==> src/rtl/acc_mult_sched_pkg.sv <==
// Shared state encoding, default sizing and index-width helper for the
// acc_mult_sched multiplier scheduler and its round-robin arbiter.
package acc_mult_sched_pkg;

    localparam int DEF_NREQ    = 4;
    localparam int DEF_WIDTH1  = 8;
    localparam int DEF_WIDTH2  = 8;
    localparam int DEF_LATENCY = 8;

    localparam logic [1:0] ST_IDLE    = 2'd0;
    localparam logic [1:0] ST_RUN     = 2'd1;
    localparam logic [1:0] ST_CAPTURE = 2'd2;
    localparam logic [1:0] ST_RESP    = 2'd3;

    typedef enum logic [1:0] {
        IDLE    = ST_IDLE,
        RUN     = ST_RUN,
        CAPTURE = ST_CAPTURE,
        RESP    = ST_RESP
    } state_t;

    // Bits needed to index n items, never less than 1 so single-entry ranges stay legal.
    function automatic int clog2_min1(input int n);
        int r;
        r = 1;
        for (int i = 1; i < 31; i++) begin
            if ((1 << i) < n) r = i + 1;
        end
        return r;
    endfunction

endpackage

==> src/rtl/rr_arbiter.sv <==
// Round-robin arbiter: combinational scan from the pointer with wrap-around;
// the pointer moves to one past the winner whenever a grant is taken.
module rr_arbiter
    import acc_mult_sched_pkg::*;
#(
    parameter int NREQ = DEF_NREQ,
    parameter int IDW  = clog2_min1(NREQ)
) (
    input  logic            clk,
    input  logic            rst,
    input  logic [NREQ-1:0] req,
    input  logic            advance,
    output logic [NREQ-1:0] grant,
    output logic [IDW-1:0]  grant_idx,
    output logic            any
);

    logic [IDW-1:0] ptr;
    logic [IDW:0]   nxt;

    always_comb begin
        logic [IDW:0] pos;
        grant     = '0;
        grant_idx = '0;
        any       = 1'b0;
        pos       = '0;
        for (int i = 0; i < NREQ; i++) begin
            pos = {1'b0, ptr} + (IDW+1)'(i);
            if (pos >= (IDW+1)'(NREQ)) pos = pos - (IDW+1)'(NREQ);
            if (!any && req[pos[IDW-1:0]]) begin
                any                   = 1'b1;
                grant[pos[IDW-1:0]]   = 1'b1;
                grant_idx             = pos[IDW-1:0];
            end
        end
    end

    always_comb begin
        nxt = {1'b0, grant_idx} + (IDW+1)'(1);
        if (nxt == (IDW+1)'(NREQ)) nxt = '0;
    end

    always_ff @(posedge clk) begin
        if (rst) begin
            ptr <= '0;
        end else if (advance) begin
            ptr <= nxt[IDW-1:0];
        end
    end

endmodule

==> src/rtl/acc_mult_sched.sv <==
// Shares one multi-cycle accumulating multiplier among NREQ requesters:
// arbitrate, run the multiplier for LATENCY enabled cycles, return a tagged result.
module acc_mult_sched
    import acc_mult_sched_pkg::*;
#(
    parameter int NREQ    = DEF_NREQ,
    parameter int WIDTH1  = DEF_WIDTH1,
    parameter int WIDTH2  = DEF_WIDTH2,
    parameter int LATENCY = DEF_LATENCY,
    parameter int IDW     = clog2_min1(NREQ)
) (
    input  logic                     sys_clk,
    input  logic                     sys_rst,
    input  logic [NREQ-1:0]          req_valid,
    output logic [NREQ-1:0]          req_ready,
    input  logic [NREQ*WIDTH1-1:0]   req_a,
    input  logic [NREQ*WIDTH2-1:0]   req_b,
    input  logic [NREQ-1:0]          req_cin,
    output logic                     rsp_valid,
    input  logic                     rsp_ready,
    output logic [WIDTH1+WIDTH2-1:0] rsp_sum,
    output logic [IDW-1:0]           rsp_id,
    output logic                     mult_en,
    output logic [WIDTH1-1:0]        mult_a,
    output logic [WIDTH2-1:0]        mult_b,
    output logic                     mult_cin,
    input  logic [WIDTH1+WIDTH2-1:0] mult_sum,
    output logic                     busy,
    output logic [1:0]               fsm_state
);

    localparam int CW = clog2_min1(LATENCY);

    state_t          state;
    logic [CW-1:0]   run_cnt;
    logic [NREQ-1:0] grant;
    logic [IDW-1:0]  grant_idx;
    logic            any_req;
    logic            accept;

    logic [WIDTH1-1:0] a_slice [NREQ];
    logic [WIDTH2-1:0] b_slice [NREQ];

    for (genvar i = 0; i < NREQ; i++) begin : g_unpack
        assign a_slice[i] = req_a[i*WIDTH1 +: WIDTH1];
        assign b_slice[i] = req_b[i*WIDTH2 +: WIDTH2];
    end

    rr_arbiter #(
        .NREQ (NREQ),
        .IDW  (IDW)
    ) u_arb (
        .clk       (sys_clk),
        .rst       (sys_rst),
        .req       (req_valid),
        .advance   (accept),
        .grant     (grant),
        .grant_idx (grant_idx),
        .any       (any_req)
    );

    // Both channels transfer on a rising clock edge where valid and ready are
    // both high; valid never depends on ready, and rsp holds until it transfers.
    assign accept    = (state == IDLE) && any_req;
    assign req_ready = (state == IDLE && !sys_rst) ? grant : '0;

    assign mult_en   = (state == RUN);
    assign rsp_valid = (state == RESP);
    assign busy      = (state != IDLE);
    assign fsm_state = state;

    always_ff @(posedge sys_clk) begin
        if (sys_rst) begin
            state    <= IDLE;
            run_cnt  <= '0;
            mult_a   <= '0;
            mult_b   <= '0;
            mult_cin <= 1'b0;
            rsp_sum  <= '0;
            rsp_id   <= '0;
        end else begin
            case (state)
                IDLE: begin
                    if (accept) begin
                        mult_a   <= a_slice[grant_idx];
                        mult_b   <= b_slice[grant_idx];
                        mult_cin <= req_cin[grant_idx];
                        rsp_id   <= grant_idx;
                        run_cnt  <= '0;
                        state    <= RUN;
                    end
                end
                RUN: begin
                    if (run_cnt == CW'(LATENCY - 1)) begin
                        state <= CAPTURE;
                    end else begin
                        run_cnt <= run_cnt + CW'(1);
                    end
                end
                // Enable has just fallen; the multiplier still presents the finished sum.
                CAPTURE: begin
                    rsp_sum <= mult_sum;
                    state   <= RESP;
                end
                RESP: begin
                    if (rsp_ready) state <= IDLE;
                end
                default: state <= IDLE;
            endcase
        end
    end

endmodule

==> config.mk <==
export PLATFORM = sky130hd
export DESIGN_NAME = acc_mult_sched
export DESIGN_NICKNAME = d
export VERILOG_FILES = /design/src/rtl/acc_mult_sched_pkg.sv /design/src/rtl/rr_arbiter.sv /design/src/rtl/acc_mult_sched.sv
export SDC_FILE = /design/constraint.sdc
export NUM_CORES = 1
export LEC_CHECK = 0
export BUFFER_PORTS_ARGS = -buffer_cell sky130_fd_sc_hd__buf_4
export CAP_MARGIN = 5
export CORE_ASPECT_RATIO = 2
export CORE_MARGIN = 4
export CORE_UTILIZATION = 45
export DETAILED_ROUTE_END_ITERATION = 7
export PLACE_DENSITY_LB_ADDON = 0.25
export SLEW_MARGIN = 40
export SYNTH_ARGS = -nofsm -noshare
export SYNTH_HDL_FRONTEND = slang
export SYNTH_HIERARCHICAL = 1
export SYNTH_SLANG_ARGS = --single-unit
export TNS_END_PERCENT = 30
==> constraint.sdc <==
create_clock -name sys_clk -period 4.1 [get_ports sys_clk]
set_clock_uncertainty 0.2 [all_clocks]
set_input_delay 0.205 -clock sys_clk [delete_from_list [all_inputs] [get_ports sys_clk]]
set_output_delay 0.205 -clock sys_clk [all_outputs]
set_load 0.02 [all_outputs]
== After elaboration in Yosys (flattened, before gate mapping) ==
Cells that the tools add are included.

* Bits in registers: 42
* Input port bits: 91
* Output and inout port bits: 44
* Logic and storage cells: 112

* Add/sub/neg operators: 9
* Magnitude comparators: 14
* Equal/unequal tests: 9
* Multiplexer cells: 49
* Bitwise logic cells: 4
* Reduce and logical (&&, ||, !) cells: 19

{| class="wikitable"
|+ Operators with widths
! cell !! number
|-
| 8-bit binary-select mux with 2-bit select || 2
|-
| 8-bit two-way mux || 4
|-
| 2-bit two-way mux || 12
|-
| 4-bit two-way mux || 5
|-
| 2-bit by 3-bit less-than comparator with 1-bit output, second input constant || 5
|-
| 1-bit two-way mux || 13
|-
| 3-bit >= comparator, second input constant || 4
|-
| 4-bit OR || 3
|-
| 1-bit binary-select mux with 2-bit select || 5
|-
| 1-bit logical AND || 9
|-
| 1-bit demux with 2-bit select || 4
|-
| 2-bit by 1-bit >= comparator with 1-bit output, second input constant || 4
|-
| 2-bit one-hot mux with 4 select lines || 1
|-
| 2-bit by 1-bit subtractor with 2-bit output, second input constant || 4
|-
| 2-bit by 1-bit adder with 3-bit output, second input constant || 2
|-
| 2-bit by 2-bit adder with 3-bit output, second input constant || 2
|-
| 3-bit == test, second input constant || 2
|-
| 3-bit two-way mux || 2
|-
| 3-bit one-hot mux with 2 select lines || 1
|-
| 3-bit AND reduction || 2
|-
| 2-bit == test, second input constant || 2
|-
| 1-bit zero test || 4
|-
| 2-bit by 1-bit != test with 1-bit output, second input constant || 2
|-
| 2-bit != test, second input constant || 2
|-
| 7 further kinds || 8
|}

== Logic depth before layout (Yosys ltp) ==
Gate-level depths: netlist (run 1).

* Word-level depth: 18
* Gate-level depth with buffers: 13
* Mapped depth without buffers: 10

== Modules after synthesis ==
Netlist (run 1), hierarchy kept.

{| class="wikitable"
|+ By module, submodules not included
! module !! times used !! cells an instance !! area an instance (µm²) !! seq. area each (µm²)
|-
| acc_mult_sched || 1 || 198 || 2039.5 || 800.8
|-
| rr_arbiter || 1 || 55 || 523.0 || 40.0
|}

== Worst setup path before layout (run 1) ==
Ideal clock, no wire load.

* Path type: register to register
* From: reg u_arb.ptr[0]
* To: reg mult_a[0]
* Setup time: 0.132 ns
* Arrival time: 2.941 ns
* Required time: 3.768 ns
* Slack: 0.827 ns
* Cell stages (with the launch flop): 14
* Buffers on the path: 4
* Clock period less this slack: 3.273 ns
* Cells stage by stage: dfxtp_1 -> buf_4 -> inv_1 -> ha_1 -> clkbuf_4 -> mux4_4 -> nor2b_4 -> o21ai_0 -> o31ai_1 -> buf_6 -> buf_12 -> mux4_2 -> nand2_1 -> a21oi_1

* Longest elaborated chain between the ends: 18
* Elaborated cells on any way between the ends: 43
* Those cells by class: add/sub: 7; order compare: 4; mux: 23; bitwise: 1; reduce/logical: 8

{| class="wikitable"
|+ Ends and longest elaborated chain
! item !! RTL line !! RTL
|-
| from (decl) || rr_arbiter.sv:18 || <nowiki>logic [IDW-1:0] ptr;</nowiki>
|-
| from (signal assigned) || rr_arbiter.sv:47 || <nowiki>ptr <= nxt[IDW-1:0];</nowiki>
|-
| branches (longest 13 deep; another with 2-bit by 1-bit adder with 3-bit output) || n/a ||
|-
| 2-bit two-way mux * || rr_arbiter.sv:30 || <nowiki>if (!any && req[pos[IDW-1:0]]) begin</nowiki>
|-
| via grant_idx[0] || acc_mult_sched.sv:37 || <nowiki>logic [IDW-1:0] grant_idx;</nowiki>
|-
| 2-bit NOT with 3-bit output (implied by the code) * || acc_mult_sched.sv:85 || <nowiki>mult_a <= a_slice[grant_idx];</nowiki>
|-
| 8-bit binary-select mux with 2-bit select * || acc_mult_sched.sv:85 ||
|-
| 8-bit two-way mux (implied by the code) * (2 in a row) || acc_mult_sched.sv:85 ||
|-
| to (signal assigned) || acc_mult_sched.sv:85 ||
|-
| to (decl) || acc_mult_sched.sv:24 || <nowiki>output logic [WIDTH1-1:0] mult_a,</nowiki>
|}

Mark *: on every way through the listed nets, which the timed path passes. The select of a mux whose other input is x is not followed.
A chain may end at the register's enable or synchronous reset.

== Final worst setup path (run 1) ==
* From: reg u_arb.ptr[1]
* To: reg mult_b[6]

* Longest elaborated chain between the ends: 18
* Elaborated cells on any way between the ends: 43
* Those cells by class: add/sub: 7; order compare: 4; mux: 23; bitwise: 1; reduce/logical: 8

{| class="wikitable"
|+ Ends and longest elaborated chain
! item !! RTL line !! RTL
|-
| branches (longest 13 deep; another with 2-bit by 1-bit adder with 3-bit output) || n/a ||
|-
| 2-bit two-way mux * || rr_arbiter.sv:30 ||
|-
| via grant_idx[0] || acc_mult_sched.sv:37 ||
|-
| 2-bit NOT with 3-bit output (implied by the code) * || acc_mult_sched.sv:86 || <nowiki>mult_b <= b_slice[grant_idx];</nowiki>
|-
| 8-bit binary-select mux with 2-bit select * || acc_mult_sched.sv:86 ||
|-
| 8-bit two-way mux (implied by the code) * (2 in a row) || acc_mult_sched.sv:86 ||
|-
| to (signal assigned) || acc_mult_sched.sv:86 ||
|-
| to (decl) || acc_mult_sched.sv:25 || <nowiki>output logic [WIDTH2-1:0] mult_b,</nowiki>
|}

Marks and branches as above.

==> results of run 1 <==
per-layer routing:
layer / vias to the layer above / GRT usage / share of wire
li1: 1221 / - / -
met1: 1192 / 0.219 / 0.32
met2: 121 / 0.426 / 0.55
met3: 35 / 0.0508 / 0.074
met4: 0 / 0.144 / 0.060
met5: - / 0 / 0
area by class of cell:
cell class                      count  area (µm²)
Fill cell                         445        1570
Clock buffer                        6        82.6
Inverter                            8        30.0
Multi-Input combinational cell    186        1610
Clock inverter                      2        60.1
Tap cell                           60        75.1
Timing Repair Buffer              154        1200
Sequential cell                    42         841
sequential cells by signal (all words and copies together) (netlist names):
signal	count
fsm_state	2
u_arb/ptr	2
mult_cin	1
run_cnt	3
rsp_sum	16
mult_a	8
rsp_id	2
mult_b	8
power breakdown:
group | switching (µW) | total (µW) | internal [µW]
combinational | 868 | 1620 | 755
clock | 151 | 410 | 260
sequential | 76.2 | 615 | 539
placed cells by master (no fill, tap or decap), types with 2 or more instances in the layout:
master / instances
a21oi_1: 22
mux4_2: 11
mux4_1: 9
o21ai_0: 6
dlygate4sd3_1: 16
nor2_1: 20
a22oi_1: 8
nor2b_4: 2
o31ai_1: 4
mux2i_1: 18
buf_4: 138
ha_1: 12
dfxtp_1: 42
a31oi_1: 2
nand2_1: 41
clkbuf_8: 6
or4_1: 2
inv_1: 8
nand4_1: 2
nor2b_1: 3
and3_1: 4
nand2b_1: 2
bufinv_16: 2
per-stage QoR:
step                instance area (µm²)  utilization  setup WS, ns  std cells
finish                             3890        0.712         0.470        458
global route                       3890        0.712         0.309        458
CTS                                3890        0.712         0.490        458
detailed placement                 3590        0.657         0.500        434
global placement                   3590        0.656         0.616        434
floorplan                          2560            -         0.827        253
worst reg2reg max path: stages, from the launching register on:
cell,delay (ns)
dfxtp_1,0.50
inv_1,0.15
ha_1,0.44
mux4_4,0.56
nor2b_4,0.21
o21ai_0,0.17
o31ai_4,0.20
buf_4,0.35
mux4_1,0.58
nand2_1,0.08
a21oi_1,0.07
worst max path at each step:
stage                end  slack [ns]  cells after the start
3_3_place_gp   mult_b[5]        0.62                     10
5_1_grt        mult_b[4]        0.31                     10
4_1_cts        mult_b[4]        0.49                     10
2_1_floorplan  mult_a[0]        0.83                     13
3_5_place_dp   mult_b[0]        0.50                     10
6_report       mult_b[6]        0.47                     10
kinds of logic (layout without fill, tap and decap cells):
family,count (synthesis),count (layout),synth area share
buf+inv,25,170,0.0522
fa+ha+maj,13,13,0.0635
simple gates,83,83,0.162
flops,42,42,0.328
mux,39,39,0.269
compound gates,51,51,0.125
repair_timing:
item,in CTS,in global routing
hold buffers,16,0
hold endpoints to repair,16,0
setup endpoints to repair,0,0
==> flow_summary_export.csv, run 1 <==
group,metric,value,unit
placed_design,portBuffers,134,
routing,drt_pre_antenna_iters,4,
yosys,yosysWarnings,6,
critical_path,crit_path_start_kind,"register",
routing,drc,0,
grt,antenna_found_initial,0,
sta,setup_tns,0,ns
die,die_h,115,µm
critical_path,worst_r2r_endpoint,"mult_b[6]",
routing,viasPerCell,5.61,
die,core-area,5470,µm²
yosys,avgSynthCellArea,10.1,µm²
critical_path,cpPeakStageDelay,0.58,ns
routing,avgRoutedWirePerCell,17.8,µm
critical_path,crit_path_end_kind,"register",
yosys,async_flop_share,0,
clocking,cts_sinks,42,
die,start_util,0.469,
clocking,cts_root_buffer,"clkbuf_8",
worst_hold_path,hold_end,"rsp_sum[15]",
finish,diodes,0,
worst_hold_path,holdPathStages,2,
critical_path,worst-endpoint-required,4.07,ns
sta,worst_hold_slack,0.132,ns
critical_path,cp.arrival,3.60,ns
yosys,post-synth-top-area-cell,"dfxtp_1",
yosys,synth.most_common_cell,"dfxtp_1",
yosys,synth_edf_count,0,
job,drv_cap,0,
placed_design,hpwl,5.92,mm
critical_path,rrSetupSlack,0.47,ns
yosys,ys.flop_type,"dfxtp_1",
power_and_ir_drop,vdd_drop_max,520,µV
grt,grt_pass1_vias,2614,
power_and_ir_drop,power_density,680,nW/µm²
grt,grtUsageTotal,0.233,
yosys,netlist.area_leader.share,0.328,
worst_hold_path,hold_path_class,"primary input to register",
power_and_ir_drop,leakagePower,0.00178,µW
finish,drive_gt1_frac,0.417,
status,status,"finished, final reports clean",
placed_design,place_congestion,0.902,
die,dieArea,7040,µm²
grt,grt_start_max_net_pins,42,
sta,period_minus_slack,3.63,ns
routing,num_vias,2569,
power_and_ir_drop,finalPower,2650,µW
yosys,synth_nets,357,
worst_hold_path,hp-start,"sys_rst",
routing,drtIter0Drc,128,
sta,rsz0062_at_grt,"false",
clocking,clock_tree.buffer_depth,2,
clocking,cts_setup_buffers,0,
yosys,ys_seq_area_frac,0.328,
sta,slew_headroom,0.531,
routing,drt.antenna.violating_nets,0,
yosys,synth_common_cells,"dfxtp_1, nand2_1, a21oi_1",
clocking,h-tree-depth,2,
critical_path,crit_path_top_delay_cell,"mux4_1",
clocking,ctsResizeCount,0,
die,io_pins,135,
clocking,cts_made_buffers,5,
finish,area_growth,52.0,%
critical_path,critPathKind,"register to register",
clocking,clk_latency,0.30,ns
yosys,synthCells,253,
clocking,cts_tree,"built",
sta,slew_viol_final,0,
yosys,synth_area,2560,µm²
yosys,synth.area.top_cells,"dfxtp_1, mux4_2, mux4_1",
critical_path,path_buf_inv,2,
die,chipWidth,61.4,µm
sta,timing.fmax,276,MHz
clocking,cts.clk_slew.worst_paths,0.08,ns
critical_path,startpoint,"u_arb/ptr[1]",
critical_path,r2r-start,"u_arb/ptr[1]",
critical_path,cp_top_family,"multiplexers",
yosys,synth_cell_types,43,
finish,nNetsFinal,501,
critical_path,crit_chain,"inv_1, ha_1, mux4_4, nor2b_4, o21ai_0, o31ai_4, buf_4, mux4_1, nand2_1, a21oi_1",
sta,fin_crit_sh,0.885,
routing,drt_wl_total,8.17,mm
critical_path,reg2reg_depth,10,
grt,grt_pass1_wl,12.2,mm
yosys,synth.ff_latch_count,42,
critical_path,cp_max_fo,12,
grt,overflow,0,
sta,tightest_slew,0.703,ns
sta,setup_viol_count_final,0,
sta,hold_viol_final,0,
die,rows,38,
(Power assumes the default switching activity.)
==> inputs of run 2 (changes only) <==
--- a/config.mk
+++ b/config.mk
@@ -11,6 +11,7 @@
 export CORE_MARGIN = 4
 export CORE_UTILIZATION = 45
 export DETAILED_ROUTE_END_ITERATION = 7
+export MAX_ROUTING_LAYER = met4
 export PLACE_DENSITY_LB_ADDON = 0.25
 export SLEW_MARGIN = 40
 export SYNTH_ARGS = -nofsm -noshare
==> flow_summary_export.csv, run 2 (synthesized netlist as in run 1, its figures left out) <==
group,metric,value,unit
clocking,cts_tree,"built",
finish,area_growth,52.0,%
clocking,h-tree-depth,2,
routing,drt_pre_antenna_iters,4,
grt,busiest_layer,"met2",
critical_path,reg2reg_depth,10,
finish,nNetsFinal,501,
critical_path,worst-endpoint-required,4.07,ns
finish,mostFrequentLayoutCells,"buf_4, dfxtp_1, nand2_1",
worst_hold_path,holdPathStages,2,
grt,grt_use_met1,0.220,
finish,drive_gt1_frac,0.417,
placed_design,preCtsSetupSlack,0.500,ns
status,status,"finished, final reports clean",
placed_design,hpwl,5.92,mm
clocking,cts_root_buffer,"clkbuf_8",
die,core-area,5470,µm²
routing,drc,0,
finish,final_common_cell,"buf_4",
finish,top_register,"rsp_sum",
sta,slew_headroom,0.534,
routing,drt_wl_total,8.18,mm
finish,fillCellCount,445,
grt,grt_start_max_net_pins,42,
critical_path,cp_num_cells,10,
placed_design,portBuffers,134,
clocking,clk_latency,0.30,ns
clocking,cts_sinks,42,
critical_path,r2r-start,"u_arb/ptr[1]",
clocking,cts_made_buffers,5,
critical_path,critPathKind,"register to register",
critical_path,crit_path_top_delay_cell,"mux4_1",
critical_path,crit_path_end,"mult_b[6]",
critical_path,crit_path_start_kind,"register",
finish,largest_registers,"rsp_sum: 16 flops, mult_a: 8 flops, mult_b: 8 flops",
die,start_util,0.469,
critical_path,rrSetupSlack,0.48,ns
grt,grt_pass1_vias,2609,
sta,setup_ws,0.475,ns
power_and_ir_drop,vdd_drop_max,519,µV
sta,setup_tns,0,ns
critical_path,cp_top_family,"multiplexers",
critical_path,cp.arrival,3.60,ns
routing,drt.antenna.violating_nets,0,
power_and_ir_drop,leakagePower,0.00178,µW
critical_path,cpPeakStageDelay,0.58,ns
sta,setup_viol_count_final,0,
die,dieArea,7040,µm²
sta,hold_viol_final,0,
finish,diodes,0,
grt,grtUsageMet3,0.0508,
routing,drtIter0Drc,132,
routing,viasPerCell,5.63,
worst_hold_path,hold_path_class,"primary input to register",
die,chipWidth,61.4,µm
sta,fin_crit_sh,0.884,
clocking,cts_setup_buffers,0,
finish,largest_reg_flops,16,
sta,slew_viol_final,0,
clocking,ctsResizeCount,0,
sta,timing.fmax,276,MHz
grt,grtUsageTotal,0.240,
die,die_h,115,µm
power_and_ir_drop,power_density,680,nW/µm²
critical_path,cp_max_fo,12,
clocking,cts.clk_slew.worst_paths,0.08,ns
placed_design,place_congestion,0.917,
clocking,clock_tree.buffer_depth,2,
grt,grt_pass1_wl,12.2,mm
sta,tightest_slew,0.698,ns
grt,antenna_found_initial,0,
sta,period_minus_slack,3.62,ns
grt,use_met2,0.426,
critical_path,worst_r2r_endpoint,"mult_b[6]",
critical_path,startpoint,"u_arb/ptr[1]",
sta,rsz0062_at_grt,"false",
routing,num_vias,2580,
grt,overflow,0,
critical_path,crit_path_end_kind,"register",
routing,avgRoutedWirePerCell,17.9,µm
critical_path,path_buf_inv,2,
die,io_pins,135,
die,rows,38,
critical_path,crit_chain,"inv_1, ha_1, mux4_4, nor2b_4, o21ai_0, o31ai_4, buf_4, mux4_1, nand2_1, a21oi_1",
job,drv_cap,0,
[run 2: cell counts in the layout (fill, tap and decap cells not counted)]
Identical to the previous run, type by type.
[run 2: worst register-to-register path, delay by kind of cell (launching register included)]
kind                       cells  cell delay (ns)
and+or+nand+nor                2             0.29
adders and majority gates      1             0.44
buffers and inverters          2             0.49
DFF                            1             0.50
AOI/OAI and AO/OA              3             0.44
muxes                          2             1.14
[run 2: timing repair]
action,in CTS,in global routing
endpoints found under the setup margin,0,0
hold buffers,16,0
hold endpoints to repair,16,0
[run 2: power breakdown]
| part | internal (µW) | total (µW) | switching, µW |
|---|---|---|---|
| Sequential | 539 | 615 | 76.0 |
| Clock | 260 | 410 | 150 |
| Combinational | 755 | 1620 | 868 |
[run 2: how the worst min path moves through the flow]
| stage | startpoint | to | slack (ns) |
|---|---|---|---|
| 3_3_place_gp | mult_sum[6] | rsp_sum[6] | 0.24 |
| 5_1_grt | sys_rst | u_arb/ptr[1] | 0.13 |
| 2_1_floorplan | sys_rst | u_arb/ptr[0] | 0.07 |
| 6_report | sys_rst | rsp_sum[15] | 0.13 |
| 4_1_cts | sys_rst | u_arb/ptr[1] | 0.12 |
| 3_5_place_dp | mult_b[2] | mult_b[2] | 0.25 |
[run 2: area by class of cell]
cell class,instances,area [µm²],share of cell area
clock buffers,6,82.6,0.0212
clock inverters,2,60.1,0.0154
inverters,8,30.0,0.00771
multi-input cells,186,1610,0.413
flip-flops and latches,42,841,0.216
well taps,60,75.1,0.0193
repair buffers,154,1200,0.307
[run 2: layer usage]
layer  share of wire  vias up  wire, µm
met3           0.075       32       611
met4           0.055        0       450
met1            0.32     1202      2600
met2            0.55      124      4510
met5               0        -         0
li1                -     1222         -
[run 2: through the flow]
stage / cells / area [µm²] / total power, µW / utilization / hold WS, ns
after floorplan: 253 / 2560 / 1770 / - / 0.0744
after global placement: 434 / 3590 / 2200 / 0.656 / 0.242
after detailed placement: 434 / 3590 / 2230 / 0.657 / 0.249
after CTS: 458 / 3890 / 2660 / 0.712 / 0.119
after global routing: 458 / 3890 / 2830 / 0.712 / 0.132
final: 458 / 3890 / 2650 / 0.712 / 0.130
